===== config.mk =====
export PLATFORM = sky130hd
export DESIGN_NAME = sd_iosync_p_buf
export DESIGN_NICKNAME = d
export VERILOG_FILES = /design/src/rtl/sd_iosync_p_buf.sv
export SDC_FILE = /design/constraint.sdc
export NUM_CORES = 1
export LEC_CHECK = 0
export CELL_PAD_IN_SITES_DETAIL_PLACEMENT = 1
export CELL_PAD_IN_SITES_GLOBAL_PLACEMENT = 1
export CORE_ASPECT_RATIO = 1.75
export CORE_MARGIN = 4
export CORE_UTILIZATION = 48
export DETAILED_ROUTE_END_ITERATION = 10
export PLACE_DENSITY = 0.89
export SKIP_CTS_REPAIR_TIMING = 1
export SLEW_MARGIN = 25
export SYNTH_ARGS = -nofsm -noshare
export SYNTH_HDL_FRONTEND = slang
export SYNTH_SLANG_ARGS = --single-unit

===== constraint.sdc =====
create_clock -name clk -period 5.5 [get_ports clk]
set_input_delay 0.55 -clock clk [delete_from_list [all_inputs] [get_ports clk]]
set_output_delay 0.55 -clock clk [all_outputs]
set_load 0.01 [all_outputs]

===== src/rtl/sd_iosync_p_buf.sv =====
// Receive-clock half of a four-phase req/ack clock-domain crossing. Incoming words land in an
// elastic buffer, so the sender keeps handshaking while the downstream srdy/drdy port stalls.
module sd_iosync_p_buf #(
    parameter int width       = 8,
    parameter int depth       = 4,
    parameter int sync_stages = 2
) (
    input  logic                      clk,
    input  logic                      reset,
    input  logic                      s_req,
    output logic                      s_ack,
    input  logic [width-1:0]          s_data,
    output logic                      p_srdy,
    input  logic                      p_drdy,
    output logic [width-1:0]          p_data,
    output logic [$clog2(depth):0]    p_usage
);

    localparam int asz          = $clog2(depth);
    localparam int send_ack_bit = 1;

    typedef enum logic [1:0] {
        WAIT_REQ = 2'b01,
        SEND_ACK = 2'b10
    } state_t;

    logic [sync_stages-1:0] hgff_sync_q;
    logic                   req_s;
    state_t                 state_q, state_d;
    logic [asz:0]           wr_ptr_q, wr_ptr_d;
    logic [asz:0]           rd_ptr_q, rd_ptr_d;
    logic [width-1:0]       mem [depth];
    logic                   load;
    logic                   pop;
    logic                   empty;
    logic                   full;

    // s_req is asynchronous to clk; only the last stage of the chain may feed logic.
    // NOTE: clocked state uses non-blocking (<=) so every flop samples pre-edge values.
    always_ff @(posedge clk or negedge reset) begin
        if (!reset) begin
            hgff_sync_q <= '0;
        end else begin
            hgff_sync_q <= {hgff_sync_q[sync_stages-2:0], s_req};
        end
    end

    assign req_s = hgff_sync_q[sync_stages-1];

    assign empty = (wr_ptr_q == rd_ptr_q);
    assign full  = (wr_ptr_q[asz-1:0] == rd_ptr_q[asz-1:0]) &&
                   (wr_ptr_q[asz] != rd_ptr_q[asz]);

    // NOTE: every output of a combinational block gets a default first, so no path infers a latch.
    always_comb begin
        state_d = state_q;
        load    = 1'b0;
        case (state_q)
            WAIT_REQ: begin
                if (req_s && !full) begin
                    load    = 1'b1;
                    state_d = SEND_ACK;
                end
            end
            SEND_ACK: begin
                if (!req_s) begin
                    state_d = WAIT_REQ;
                end
            end
            default: state_d = WAIT_REQ;
        endcase
    end

    assign pop      = !empty && p_drdy;
    assign wr_ptr_d = wr_ptr_q + (asz+1)'(load);
    assign rd_ptr_d = rd_ptr_q + (asz+1)'(pop);

    always_ff @(posedge clk or negedge reset) begin
        if (!reset) begin
            state_q  <= WAIT_REQ;
            wr_ptr_q <= '0;
            rd_ptr_q <= '0;
        end else begin
            state_q  <= state_d;
            wr_ptr_q <= wr_ptr_d;
            rd_ptr_q <= rd_ptr_d;
        end
    end

    // NOTE: the buffer RAM is deliberately not reset; the pointers alone define which entries are valid.
    always_ff @(posedge clk) begin
        if (load) begin
            mem[wr_ptr_q[asz-1:0]] <= s_data;
        end
    end

    // s_ack comes straight from a state flop so the sending domain never sees a glitch.
    assign s_ack   = state_q[send_ack_bit];
    assign p_srdy  = !empty;
    assign p_data  = mem[rd_ptr_q[asz-1:0]];
    assign p_usage = wr_ptr_q - rd_ptr_q;

endmodule

==> metrics.txt <==
outcome finished, final reports clean; FF/Latch Area 1212 µm²; WHS Path Cells 0; share of cells above drive strength 1 17.80%; metal3 WL approximately 160 µm; wire length of the first global-routing pass 5526 µm; area of the multi-input gates 436.7 µm²; worst hold path type reg2reg; nets@finish 136; core box area ~3400 µm²; Mapped Cells 85; Initial Util 49.52%; Placement Rows 28; crit path from rd_ptr_q[0]; die height between 80 and 90 µm; cts bufs inserted 5; initial antenna violation count 0; endpoints failing hold 0; vias in the first global route 1,026; Pwr Total approximately 0.0012 W; Slew headroom between 60% and 70%; DR pass1 iterations 4; IO Count 25; worst clock skew 4.944 ps; pre-CTS setup slack 2926 ps; clock slew at reported path FFs roughly 70 ps; slowest stage delay, CP 600 ps; RR Endpoint rd_ptr_q[2]; r2r setup slk approximately 3400 ps; Clock Tree Buf Depth 2; Period minus WS final 2881 ps; top layer in use met4; Reg2Reg Depth 7; Final Setup Violations 0; Synth Warn # 0; Seq/Total Area, Yosys 72.04%; Detail Route met2 WL 1888 µm; slowest CP cell dfrtp_1; IO buf count 24; Netlist cell types 20; worst hold path endpoint hgff_sync_q[1]; CTS tree built; Total Routed Length 3315 µm; Worst EP arrival ~2300 ps; Syn Nets 104; setup TNS 0 ps; most frequent cells in the layout edfxtp_1 (32), clkdlybuf4s50_1 (24), dfrtp_1 (9); Max Slew Vio Count 0; Metal-1 WL 1157 µm; Power Density 574.8 nW/µm²; Setup Crit Path Kind reg2out; Worst Tran Pin Value 588.5 ps; largest net degree at the start of global routing 14; drt drc 0; FILL cells around 310; root buf cell clkbuf_8; routed len/inst 20.34 µm; Tot GR Track Use 17.66%; synthesized cell area 1683 µm²; Min Hold Slack 365.5 ps; top-area cell type share of the netlist area 57.10%; Placer Congestion 0.7709; most common cell after layout, fill and taps aside edfxtp_1; worst skew pair latency about 290 ps; synth top area cells edfxtp_1 (57%), dfrtp_1 (13%), mux4_2 (11%); crit path capture type primary output; Layout area overhead 24.16%; crit path cell chain ha_1 > fa_1 > xnor2_1 > clkdlybuf4s50_1; Avg Cell Area, Syn 19.80 µm²; largest area contributor in the netlist edfxtp_1; Max H-tree Level 2; crit share post-route 52.38%; gr ovfl total 0; CP required slightly below 5000 ps; initial DRC count 13; Max rail drop VDD 363.8 µV; launch point of the worst reg-to-reg path rd_ptr_q[1]; RSZ-0062 raised after global routing false; die width 52.76 µm; DP HPWL 2489 µm; via count 890; Antenna diodes 0; # clock sinks 42; startpoint class of the critical path register; synthesis-stage register bit count 42; Via density 5.460; MaxCap Viol Count 0; DIE AREA 4555 µm²; fmax 347.1 MHz; final worst setup slack between 2000 and 3000 ps; CP max FO 10; LEAKAGE ~0.75 nW; Final ANT Viol Nets 0; min-delay src hgff_sync_q[0]
## synth_stat cells
cell type  count
a311oi_1       5
buf_4          1
clkbuf_1       2
dfrtp_1        9
dfstp_2        1
edfxtp_1      32
fa_1           1
ha_1           6
inv_1          5
mux4_2         8
nand2_1        2
nand3_1        1
nand4b_1       1
nand4bb_1      1
nor2b_1        1
o21a_1         1
o311a_1        1
o311ai_1       1
xnor2_1        2
xor2_1         4
## how the worst max path moves through the flow
stage	end	slack, ps	cells after the start
2_1_floorplan	mem[0][0]	3190	4
3_3_place_gp	p_usage[2]	2960	4
3_5_place_dp	p_usage[2]	2930	4
4_1_cts	p_usage[2]	2570	4
5_1_grt	p_usage[2]	2460	4
6_report	p_usage[2]	2620	4
## flip-flops by register name, indices dropped and copies added (netlist names)
name         flops
mem             32
state_q          2
wr_ptr_q         3
hgff_sync_q      2
rd_ptr_q         3
## worst max-delay path, delay by kind of cell (launching register included)
kind | cells | cell delay [ps]
flops | 1 | 600
buf+inv | 1 | 560
xor+xnor | 1 | 170
fa+ha+maj | 2 | 710
## per-layer routing
layer	vias to the layer above	track usage, %
li1	401	-
met5	-	0
met4	0	9.070
met2	33	30.09
met3	11	3.959
met1	445	20.12
## cell type report
cell class                 instances  share of cell area [%]
tap                               45                   2.695
multi-input combinational         35                   20.90
sequential                        42                   58.02
timing repair buffer              28                   12.93
clock buffer                       6                   3.952
clock inverter                     2                  0.5988
inverter                           5                  0.8982
## report_power, final
| group | switching [W] | internal [W] | total (W) |
|---|---|---|---|
| Clock | 0.000102 | 0.000101 | 0.000203 |
| Sequential | 0.0000788 | 0.000418 | 0.000497 |
| Combinational | 0.000221 | 0.000281 | 0.000501 |
| Total | 0.000401 | 0.000800 | 0.00120 |
## kinds of logic (layout without fill, tap and decap cells)
family | Yosys count | in the layout | synth area share (%)
flops | 42 | 42 | 72.05
compound gates | 8 | 8 | 4.164
mux | 8 | 8 | 10.71
buf+inv | 8 | 41 | 2.008
fa+ha+maj | 7 | 7 | 5.650
xor+xnor | 6 | 6 | 3.123
simple gates | 6 | 6 | 2.305
## stage by stage
step | instances | instance area [µm²] | util [%]
6_report | 163 | 2090 | 61.49
4_1_cts | 163 | 2090 | 61.49
2_1_floorplan | 85 | 1683 | -
3_5_place_dp | 155 | 1994 | 58.69
3_3_place_gp | 155 | 1994 | 58.69
5_1_grt | 163 | 2090 | 61.49
Power figures use the tool's default switching activity.
